[src/rtl/pumpa_pkg.sv]
// Shared definitions for the bottle-fill pump controller: channel state encoding,
// default timing constants and the elaboration-time range check.
package pumpa_pkg;

  typedef enum logic [1:0] {ST_IDLE, ST_FILL, ST_WAIT, ST_HOLD} state_t;

  localparam int DEF_FILL_CYCLES = 700_000_000;
  localparam int DEF_WAIT_CYCLES = 400_000_000;
  localparam int DEF_CNT_W       = 30;

  // True when a cycle count is non-zero and representable in a w-bit timer.
  function automatic bit fits(input longint unsigned v, input int w);
    return (v >= 64'd1) && (v < (64'd1 << w));
  endfunction

endpackage

[src/rtl/pumpa_kanali_if.sv]
// Control/status bundle of the pump controller: operator inputs, sensors and outputs.
interface pumpa_kanali_if #(
  parameter int N_CH     = 2,
  parameter int BOTTLE_W = 16
) ();
  logic                en;
  logic [N_CH-1:0]     ir_pumpa;
  logic                fault_clr;
  logic [N_CH-1:0]     pumpa_switch;
  logic [N_CH-1:0]     dioda_punjenje;
  logic [N_CH-1:0]     fault;
  logic [BOTTLE_W-1:0] bottle_count;

  modport master (
    output en, ir_pumpa, fault_clr,
    input  pumpa_switch, dioda_punjenje, fault, bottle_count
  );

  modport slave (
    input  en, ir_pumpa, fault_clr,
    output pumpa_switch, dioda_punjenje, fault, bottle_count
  );
endinterface

[src/rtl/pumpa_kanal.sv]
// One fill channel: sensor synchronizer, IDLE/FILL/WAIT/HOLD sequencer with its timer,
// registered pump/LED drive, sticky removal fault and a one-cycle completion pulse.
module pumpa_kanal
  import pumpa_pkg::*;
#(
  parameter int FILL_CYCLES = DEF_FILL_CYCLES,
  parameter int WAIT_CYCLES = DEF_WAIT_CYCLES,
  parameter int CNT_W       = DEF_CNT_W
) (
  input  logic clk,
  input  logic rst,
  input  logic en,
  input  logic ir,
  input  logic fault_clr,
  output logic pump,
  output logic led,
  output logic fault,
  output logic done
);

  if (!fits(longint'(FILL_CYCLES), CNT_W)) begin : g_bad_fill
    $error("FILL_CYCLES must be in 1..2**CNT_W-1");
  end
  if (!fits(longint'(WAIT_CYCLES), CNT_W)) begin : g_bad_wait
    $error("WAIT_CYCLES must be in 1..2**CNT_W-1");
  end

  localparam logic [CNT_W-1:0] FILL_LAST = CNT_W'(FILL_CYCLES - 1);
  localparam logic [CNT_W-1:0] WAIT_LAST = CNT_W'(WAIT_CYCLES - 1);

  logic [1:0]       sync;
  logic             s;
  state_t           state, state_nx;
  logic [CNT_W-1:0] timer, timer_nx;
  logic             fault_ev, done_ev;

  assign s   = sync[1];
  assign led = pump;

  always_ff @(posedge clk) begin
    if (rst) begin
      sync  <= 2'b11;
      state <= ST_IDLE;
      timer <= '0;
      pump  <= 1'b1;
      fault <= 1'b0;
      done  <= 1'b0;
    end else begin
      sync  <= {sync[0], ir};
      state <= state_nx;
      timer <= timer_nx;
      // Outputs trail the state by one edge, so the pump follows FILL exactly.
      pump  <= (state != ST_FILL);
      fault <= (fault & ~fault_clr) | fault_ev;
      done  <= done_ev;
    end
  end

  always_comb begin
    state_nx = state;
    timer_nx = timer + CNT_W'(1);
    fault_ev = 1'b0;
    done_ev  = 1'b0;
    case (state)
      ST_IDLE: begin
        timer_nx = '0;
        if (!s && en) state_nx = ST_FILL;
      end
      ST_FILL: begin
        if (s) begin
          state_nx = ST_IDLE;
          timer_nx = '0;
          fault_ev = 1'b1;
        end else if (!en) begin
          state_nx = ST_HOLD;
          timer_nx = '0;
        end else if (timer == FILL_LAST) begin
          state_nx = ST_WAIT;
          timer_nx = '0;
          done_ev  = 1'b1;
        end
      end
      ST_WAIT: begin
        if (s) begin
          state_nx = ST_IDLE;
          timer_nx = '0;
        end else if (timer == WAIT_LAST) begin
          state_nx = ST_HOLD;
          timer_nx = '0;
        end
      end
      ST_HOLD: begin
        // A filled bottle stays parked here until it is taken away.
        timer_nx = '0;
        if (s) state_nx = ST_IDLE;
      end
      default: begin
        state_nx = ST_IDLE;
        timer_nx = '0;
      end
    endcase
  end

endmodule

[src/rtl/pumpa_kanali.sv]
// Multi-channel bottle filler: N_CH independent channels plus the shared
// completed-fill counter.
module pumpa_kanali
  import pumpa_pkg::*;
#(
  parameter int N_CH        = 2,
  parameter int FILL_CYCLES = DEF_FILL_CYCLES,
  parameter int WAIT_CYCLES = DEF_WAIT_CYCLES,
  parameter int CNT_W       = DEF_CNT_W,
  parameter int BOTTLE_W    = 16
) (
  input logic          clk,
  input logic          rst,
  pumpa_kanali_if.slave bus
);

  if (N_CH < 1 || N_CH > 8) begin : g_bad_nch
    $error("N_CH must be in 1..8");
  end

  logic [N_CH-1:0]     pump, led, fault, done;
  logic [BOTTLE_W-1:0] count, inc;

  for (genvar g = 0; g < N_CH; g++) begin : g_ch
    pumpa_kanal #(
      .FILL_CYCLES (FILL_CYCLES),
      .WAIT_CYCLES (WAIT_CYCLES),
      .CNT_W       (CNT_W)
    ) u_kanal (
      .clk       (clk),
      .rst       (rst),
      .en        (bus.en),
      .ir        (bus.ir_pumpa[g]),
      .fault_clr (bus.fault_clr),
      .pump      (pump[g]),
      .led       (led[g]),
      .fault     (fault[g]),
      .done      (done[g])
    );
  end

  // Several channels may finish on the same edge; add them all at once.
  always_comb begin
    inc = '0;
    for (int i = 0; i < N_CH; i++) inc = inc + BOTTLE_W'(done[i]);
  end

  always_ff @(posedge clk) begin
    if (rst) count <= '0;
    else     count <= count + inc;
  end

  assign bus.pumpa_switch   = pump;
  assign bus.dioda_punjenje = led;
  assign bus.fault          = fault;
  assign bus.bottle_count   = count;

endmodule

[src/flat_wrapper.sv]
// flat-port wrapper written by rule: the top's interface ports become plain ports
module pumpa_kanali_flat import pumpa_pkg::*;
#(
  parameter int N_CH        = 2,
  parameter int FILL_CYCLES = DEF_FILL_CYCLES,
  parameter int WAIT_CYCLES = DEF_WAIT_CYCLES,
  parameter int CNT_W       = DEF_CNT_W,
  parameter int BOTTLE_W    = 16
)
  (clk, rst, bus_en, bus_ir_pumpa, bus_fault_clr, bus_pumpa_switch, bus_dioda_punjenje, bus_fault, bus_bottle_count);
  pumpa_kanali_if #(.N_CH(N_CH), .BOTTLE_W(BOTTLE_W)) bus_i ();
  input logic clk;
  input logic rst;
  input wire logic [$bits(bus_i.en)-1:0] bus_en;
  input wire logic [$bits(bus_i.ir_pumpa)-1:0] bus_ir_pumpa;
  input wire logic [$bits(bus_i.fault_clr)-1:0] bus_fault_clr;
  output wire logic [$bits(bus_i.pumpa_switch)-1:0] bus_pumpa_switch;
  output wire logic [$bits(bus_i.dioda_punjenje)-1:0] bus_dioda_punjenje;
  output wire logic [$bits(bus_i.fault)-1:0] bus_fault;
  output wire logic [$bits(bus_i.bottle_count)-1:0] bus_bottle_count;
  assign bus_i.en = bus_en;
  assign bus_i.ir_pumpa = bus_ir_pumpa;
  assign bus_i.fault_clr = bus_fault_clr;
  assign bus_pumpa_switch = bus_i.pumpa_switch;
  assign bus_dioda_punjenje = bus_i.dioda_punjenje;
  assign bus_fault = bus_i.fault;
  assign bus_bottle_count = bus_i.bottle_count;
  pumpa_kanali #(.N_CH(N_CH), .FILL_CYCLES(FILL_CYCLES), .WAIT_CYCLES(WAIT_CYCLES), .CNT_W(CNT_W), .BOTTLE_W(BOTTLE_W)) u_core (.clk(clk), .rst(rst), .bus(bus_i));
endmodule
[config.mk]
export PLATFORM = sky130hd
export DESIGN_NAME = pumpa_kanali_flat
export DESIGN_NICKNAME = d
export VERILOG_FILES = /design/src/rtl/pumpa_pkg.sv /design/src/rtl/pumpa_kanali_if.sv /design/src/rtl/pumpa_kanal.sv /design/src/rtl/pumpa_kanali.sv /design/src/flat_wrapper.sv
export SDC_FILE = /design/constraint.sdc
export NUM_CORES = 1
export LEC_CHECK = 0
export ABC_AREA = 1
export CAP_MARGIN = 25
export CORE_MARGIN = 3
export CORE_UTILIZATION = 60
export CTS_CLUSTER_SIZE = 40
export DETAILED_ROUTE_END_ITERATION = 12
export MAX_ROUTING_LAYER = met4
export PLACE_DENSITY = 0.83
export SYNTH_ARGS = -nofsm -noshare
export SYNTH_HDL_FRONTEND = slang
export SYNTH_SLANG_ARGS = --single-unit
[constraint.sdc]
create_clock -name clk -period 2.7 [get_ports clk]
set_input_delay 0.81 -clock clk [delete_from_list [all_inputs] [get_ports clk]]
set_output_delay 0.81 -clock clk [all_outputs]
set_load 0.005 [all_outputs]
==> metrics.md, run 1 <==
| Metric | Value |
|---|---|
| Seq/Total Area, Yosys | 0.382 |
| Crit path max fanout | 4 |
| Final Critical Period | 2.28 ns |
| Hold Crit Class | register to register |
| Seq pwr share | 0.490 |
| Setup crit start kind | register |
| Syn nets | 709 |
| Outcome | finished clean |
| Root buffer cell | clkbuf_8 |
| EDFF count, synth | 0 |
| Slew at the pin closest to its max-slew limit | 0.400 ns |
| Critical path cell sequence | ha_1, ha_1, inv_1, fa_1, nor2_1, nand2_1, nor2_1, nand2_1, nor2_1, a21oi_1, o21a_1 |
| R2R setup slack | 0.42 ns |
| Most frequent cell after synthesis | nor2_1 |
| CTS tree | yes |
| Placed cell area | 5030 µm² |
| Lkg Pwr | 0.00183 µW |
| Clk sinks | 90 |
| Detail Route met3 WL | 702 µm |
| Final hold violations | 0 |
| Post CTS Setup Buffer Count | 0 |
| DRT Pass-1 Iters | 5 |
| Setup TNS | 0 ns |
| Max stage delay on crit path | 0.39 ns |
| Core Util, Final | 0.708 |
| Critical Path RT | 2.97 ns |
| Comb pwr share | 0.115 |
| Routed Antenna Nets | 0 |
| Post-cts resize count | 0 |
| Max Used Layer | met4 |
| Starting DRT DRC Count | 289 |
| Switch Pwr | 732 µW |
| I/O Pins | 28 |
| CTS Hold Bufs | 0 |
| Final setup vio count | 0 |
| Post-synth top area share | 0.382 |
| Met2 wire length | 4710 µm |
| CP Capture Type | register |
| Max H-tree Level | 3 |
| RSZ-0062 raised after global routing | no |
| Die width | 94.7 µm |
| Clock transition at path regs | 0.10 ns |
| Overall routed net length | 10500 µm |
| Worst IR drop on VDD | 0.372 mV |
| Pwr Density | 543 nW/µm² |
| # DRC | 0 |
| Core Region | 7450 µm² |
| Internal power | 2130 µW |
| Synth Flop Type | dfxtp_1 |
| Warnings from Yosys | 0 |
| Max-cap violation count | 0 |
| Share of cells above drive strength 1 | 0.0605 |
| N_diodes | 0 |
| Die H | 94.7 µm |
| Fmax | 439 MHz |
| Fin crit share | 0.843 |
| Pin count of the biggest net entering global routing | 29 |
| Post-Syn Instances | 697 |
| Met1 wire length | 4900 µm |
| Initial Utilization | 0.633 |
| TritonCTS Buffers | 9 |
| Skew final | 0.00952 ns |
| Post-synth top cells | nor2_1 (141), nand2_1 (130), dfxtp_1 (90), inv_1 (90), nor3_1 (53) |
| Switch share | 0.255 |
| Clk buf depth | 2 |
| Syn-to-layout area delta | 11.8% |
| Initial antenna violation count | 0 |
| First-pass GRT wire length | 18100 µm |
| Syn avg cell area | 6.77 µm² |
| Final Slew Violations | 0 |
| Vias/cell | 5.38 |
| GRT Util Overall | 0.258 |
| Vias in the first global route | 4008 |
| Slew HR | 0.731 |
| Most common cell on crit path | nor2_1 |
| Critical path's slowest cell | fa_1 |
| NumNets Final | 734 |
| Hpwl dp | 7690 µm |
| Die footprint | 8960 µm² |
| WL/cell | 12.7 µm |
| Final instance area | 5280 µm² |
| Setup Crit Path Kind | register to register |
| Congestion Overflow GR | 0 |
| DR vias | 4441 |
| Worst skew pair latency | 0.37 ns |
| Cell row count | 31 |
| Post-Synthesis Cell Area | 4720 µm² |
| Input/output buffers | 27 |
| Synth area leader | dfxtp_1 |
| Synth area leaders | dfxtp_1 (38%), nor2_1 (11%), nand2_1 (10%), inv_1 (7.2%), nor3_1 (5.6%) |
| GPL Wtd Cong | 0.922 |
| Async SR Flop Fraction | 0 |
| Clock power share | 0.395 |
| Post-synth cell types | 35 |
| Yosys reg bits | 90 |
| WP data arrival | 2.55 ns |
[final timing paths]
path | cells past startpoint | endpoint | startpoint
setup / recovery | 11 | u_core.bus.bottle_count[14]$_SDFF_PP0_ | u_core.g_ch[0].u_kanal.done$_SDFF_PP0_
hold / removal | 1 | u_core.g_ch[0].u_kanal.sync[1]$_SDFF_PP1_ | u_core.g_ch[0].u_kanal.sync[0]$_SDFF_PP1_
setup reg to reg | 11 | u_core.bus.bottle_count[14]$_SDFF_PP0_ | u_core.g_ch[0].u_kanal.done$_SDFF_PP0_
hold reg to reg | 1 | u_core.g_ch[0].u_kanal.sync[1]$_SDFF_PP1_ | u_core.g_ch[0].u_kanal.sync[0]$_SDFF_PP1_
[power groups by stage]
stage	clock network (µW)	registers, µW	logic [µW]
2_1_floorplan	0	1430	260
3_3_place_gp	0	1430	312
3_5_place_dp	0	1440	324
4_1_cts	1150	1410	327
5_1_grt	1210	1410	369
6_report	1130	1410	329
[logic make-up (layout without fill, tap and decap cells)]
kind of cell	count (synthesis)	after routing	synth area share
adder cells (fa/ha/maj)	6	6	0.0175
XOR/XNOR	32	32	0.0594
flip-flops	90	90	0.382
AO/OA/AOI/OAI	44	44	0.0501
buffers and inverters	107	137	0.0968
AND/OR/NAND/NOR	418	418	0.394
[cell type report]
type | instances | area [µm²]
multi-input cells | 500 | 2460
fillers | 651 | 2170
flip-flops and latches | 90 | 1800
inverters | 92 | 345
repair buffers | 29 | 298
clock buffers | 9 | 124
clock inverters | 7 | 124
well taps | 99 | 124
[flip-flops by register name, summed over array words and instances, names as in the netlist]
register                   cells
u_core.bus.bottle_count       16
u_core.g_ch.u_kanal.sync       4
u_core.g_ch.u_kanal.fault      2
u_core.g_ch.u_kanal.timer     60
u_core.g_ch.u_kanal.done       2
u_core.g_ch.u_kanal.state      4
u_core.g_ch.u_kanal.led        2
[critical path: cells and delay by family (launching register included)]
kind / cells / cell delay (ns)
AND/OR/NAND/NOR: 5 / 0.80
flip-flops: 1 / 0.31
AO/OA/AOI/OAI: 2 / 0.18
adder cells (fa/ha/maj): 3 / 0.84
buffers and inverters: 1 / 0.05
[per-stage QoR]
step	hold slack [ns]	power, µW	cells	setup WS [ns]
final	0.426	2870	826	0.423
after global routing	0.427	3000	826	0.201
after CTS	0.422	2890	826	0.430
after detailed placement	0.399	1760	810	0.269
after global placement	0.394	1750	810	0.389
after floorplan	0.389	1690	697	0.706
[metal layers]
metal  GRT usage  vias up
li1            -     2264
met3      0.0606       13
met4      0.0950        0
met1       0.342     2019
met5           -        -
met2       0.383      145
[placed cells by master, fill, tap and decap left out, drive strengths merged, types with 2 or more instances in the layout]
cell | Yosys | layout
o21ai | 16 | 16
xor2 | 27 | 27
nand3b | 5 | 5
clkdlybuf4s50 | 0 | 27
clkbuf | 3 | 9
nand4 | 18 | 18
dfxtp | 90 | 90
or2 | 4 | 4
nand2 | 139 | 139
nor4 | 5 | 5
nand3 | 37 | 37
a21oi | 19 | 19
ha | 5 | 5
a31oi | 5 | 5
inv | 91 | 94
buf | 12 | 2
nor2 | 151 | 151
bufinv | 0 | 3
nor3 | 55 | 55
clkinv | 1 | 2
o21a | 2 | 2
xnor2 | 5 | 5
Note: power is estimated with default switching activity, not from simulation.
==> run 2, diff against run 1 <==
--- a/config.mk
+++ b/config.mk
@@ -8,11 +8,11 @@
 export ABC_AREA = 1
 export CAP_MARGIN = 25
 export CORE_MARGIN = 3
-export CORE_UTILIZATION = 60
+export CORE_UTILIZATION = 54
 export CTS_CLUSTER_SIZE = 40
 export DETAILED_ROUTE_END_ITERATION = 12
 export MAX_ROUTING_LAYER = met4
-export PLACE_DENSITY = 0.83
+export PLACE_DENSITY = 0.79
 export SYNTH_ARGS = -nofsm -noshare
 export SYNTH_HDL_FRONTEND = slang
 export SYNTH_SLANG_ARGS = --single-unit
==> constraint.sdc (replaced) <==
create_clock -name clk -period 1.93 [get_ports clk]
set_input_delay 0.579 -clock clk [delete_from_list [all_inputs] [get_ports clk]]
set_output_delay 0.579 -clock clk [all_outputs]
set_load 0.005 [all_outputs]
==> run 2 against run 1 <==
The run now ends with negative setup slack left. Final area increased by 3.4%. Combinational power grew 51%. Global-route usage is 2.6 points lower. Critical endpoint unchanged.
==> metrics.md, run 2 (synthesis gave the netlist of run 1 again) <==
| Metric | Value |
|---|---|
| Outcome | finished with violations |
| Failing checks | negative setup slack |
| Input/output buffers | 27 |
| Reg2reg end | u_core.bus.bottle_count[14]$_SDFF_PP0_ |
| Commonest non-fill, non-tap cell in the layout | nor2_1 |
| Hold Path End | u_core.g_ch[0].u_kanal.sync[1]$_SDFF_PP1_ |
| Pin count of the biggest net entering global routing | 29 |
| GRT Util Overall | 0.233 |
| Initial antenna violation count | 0 |
| Critical Path RT | 2.21 ns |
| Filler Cell Count | 725 |
| WHS Path Cells | 1 |
| Setup crit start kind | register |
| Routed Antenna Nets | 0 |
| Die width | 99.5 µm |
| WP data arrival | 2.24 ns |
| Overall routed net length | 11000 µm |
| Biggest register | u_core.g_ch.u_kanal.timer |
| Final Critical Period | 1.96 ns |
| CTS tree | yes |
| Vias/cell | 5.27 |
| R2R setup slack | -0.03 ns |
| Starting DRT DRC Count | 233 |
| Final hold violations | 0 |
| Reg2Reg Depth | 11 |
| I/O Pins | 28 |
| Lkg Pwr | 0.00188 µW |
| # DRC | 0 |
| Clock transition at path regs | 0.11 ns |
| Final Slew Violations | 0 |
| Finished Layout Cells | 848 |
| Fin crit share | 1.01 |
| Hpwl dp | 8200 µm |
| Hold WS | 0.436 ns |
| Max reg flops | 60 |
| Setup TNS | -0.0366 ns |
| Root buffer cell | clkbuf_8 |
| Clk sinks | 90 |
| Die H | 99.5 µm |
| Skew final | 0.0160 ns |
| Final Worst Setup Slack | -0.0281 ns |
| WL/cell | 13.0 µm |
| Placed cell count | 831 |
| Worst IR drop on VDD | 0.466 mV |
| GPL Wtd Cong | 0.958 |
| Most frequent cells in the layout | nor2_1 (137), nand2_1 (126), inv_1 (89), dfxtp_1 (82), nor3_1 (53) |
| Final setup vio count | 2 |
| Hold Crit Start | u_core.g_ch[0].u_kanal.sync[0]$_SDFF_PP1_ |
| Worst skew pair latency | 0.37 ns |
| Post CTS Setup Buffer Count | 0 |
| Max H-tree Level | 3 |
| Congestion Overflow GR | 0 |
| NumNets Final | 750 |
| Fmax | 511 MHz |
| TritonCTS Buffers | 9 |
| Clk buf depth | 2 |
| N_diodes | 0 |
| Slew HR | 0.707 |
| Pwr Density | 683 nW/µm² |
| CP Capture Type | register |
| Die footprint | 9890 µm² |
| Slew at the pin closest to its max-slew limit | 0.436 ns |
| Share of cells above drive strength 1 | 0.110 |
| RSZ-0062 raised after global routing | yes |
| DR vias | 4473 |
| Crit path max fanout | 4 |
| DRT Pass-1 Iters | 4 |
| Vias in the first global route | 4150 |
| Syn-to-layout area delta | 15.6% |
| Max-cap violation count | 0 |
| Initial Utilization | 0.566 |
| Core Region | 8340 µm² |
| Reg-to-reg critical path startpoint | u_core.g_ch[0].u_kanal.done$_SDFF_PP0_ |
| Setup Crit Path Kind | register to register |
| Cell row count | 33 |
| Hold Crit Class | register to register |
| First-pass GRT wire length | 18500 µm |
[run 2: cell types whose count changed in the layout (fill, tap and decap cells not counted), sizes merged]
| cell | previous run | this run |
|---|---|---|
| nand2 | 139 | 140 |
| inv | 94 | 95 |
| clkinv | 2 | 3 |
| buf | 2 | 17 |
| bufinv | 3 | 0 |
| clkinvlp | 0 | 1 |
[run 2: timing repair]
item,4_1_cts,5_1_grt
hold buffers,0,0
endpoints found under the setup margin,3,70
endpoints found under the hold margin,0,0
pin swaps,0,7
gates cloned,0,1
resized for setup,5,25
[run 2: worst max-delay path: stages (launching register included)]
cell,delay (ns)
dfxtp_2,0.35
ha_4,0.26
ha_4,0.12
inv_2,0.04
fa_2,0.38
nor2_4,0.13
nand2_2,0.09
nor2_4,0.15
nand2_4,0.08
nor2_4,0.11
a21oi_2,0.06
o21a_1,0.09
[run 2: where the power goes]
part,internal [µW],switching (µW),leakage (µW)
clock,504,752,0.0000958
combinational,200,298,0.00106
sequential,1920,48.5,0.000731
[run 2: per-stage QoR]
step,setup slack [ns],util,area [µm²],total power (µW)
4_1_cts,-0.00460,0.640,5340,3740
3_5_place_dp,-0.219,0.616,5140,2490
6_report,-0.0281,0.654,5460,3720
3_3_place_gp,-0.136,0.616,5140,2460
2_1_floorplan,0.0327,-,4720,2360
5_1_grt,-0.114,0.654,5460,3910
[run 2: cell type report]
class                           count  area, µm²  area share
Tap cell                          105        131      0.0241
Clock inverter                      7       67.6      0.0124
Sequential cell                    90       1810       0.332
Clock buffer                        9        124      0.0227
Multi-Input combinational cell    501       2570       0.472
Timing Repair Buffer               44        402      0.0736
Inverter                           92        345      0.0633
[run 2: how the worst max path moves through the flow]
stage                                                      start                                         end  slack (ns)
final                     u_core.g_ch[0].u_kanal.done$_SDFF_PP0_      u_core.bus.bottle_count[14]$_SDFF_PP0_       -0.03
after global routing      u_core.g_ch[0].u_kanal.done$_SDFF_PP0_      u_core.bus.bottle_count[14]$_SDFF_PP0_       -0.11
after CTS                 u_core.g_ch[1].u_kanal.done$_SDFF_PP0_      u_core.bus.bottle_count[14]$_SDFF_PP0_      -0.005
after detailed placement                                  bus_en  u_core.g_ch[1].u_kanal.timer[3]$_SDFF_PP0_       -0.22
after global placement                                    bus_en  u_core.g_ch[1].u_kanal.timer[2]$_SDFF_PP0_       -0.14
after floorplan           u_core.g_ch[1].u_kanal.done$_SDFF_PP0_      u_core.bus.bottle_count[14]$_SDFF_PP0_        0.03
[run 2: routing by layer]
| layer | track usage | share of wire | vias to the layer above |
|---|---|---|---|
| li1 | - | - | 2290 |
| met1 | 0.304 | 0.46 | 2051 |
| met2 | 0.370 | 0.48 | 118 |
| met3 | 0.0344 | 0.050 | 14 |
| met4 | 0.0788 | 0.013 | 0 |
| met5 | - | 0 | - |
==> run 3, diff against run 2 <==
--- a/config.mk
+++ b/config.mk
@@ -13,6 +13,7 @@
 export DETAILED_ROUTE_END_ITERATION = 12
 export MAX_ROUTING_LAYER = met4
 export PLACE_DENSITY = 0.79
+export SLEW_MARGIN = 20
 export SYNTH_ARGS = -nofsm -noshare
 export SYNTH_HDL_FRONTEND = slang
 export SYNTH_SLANG_ARGS = --single-unit
==> results of run 3 <==
No change in the layout: final DEF, timing and power equal those of run 2.
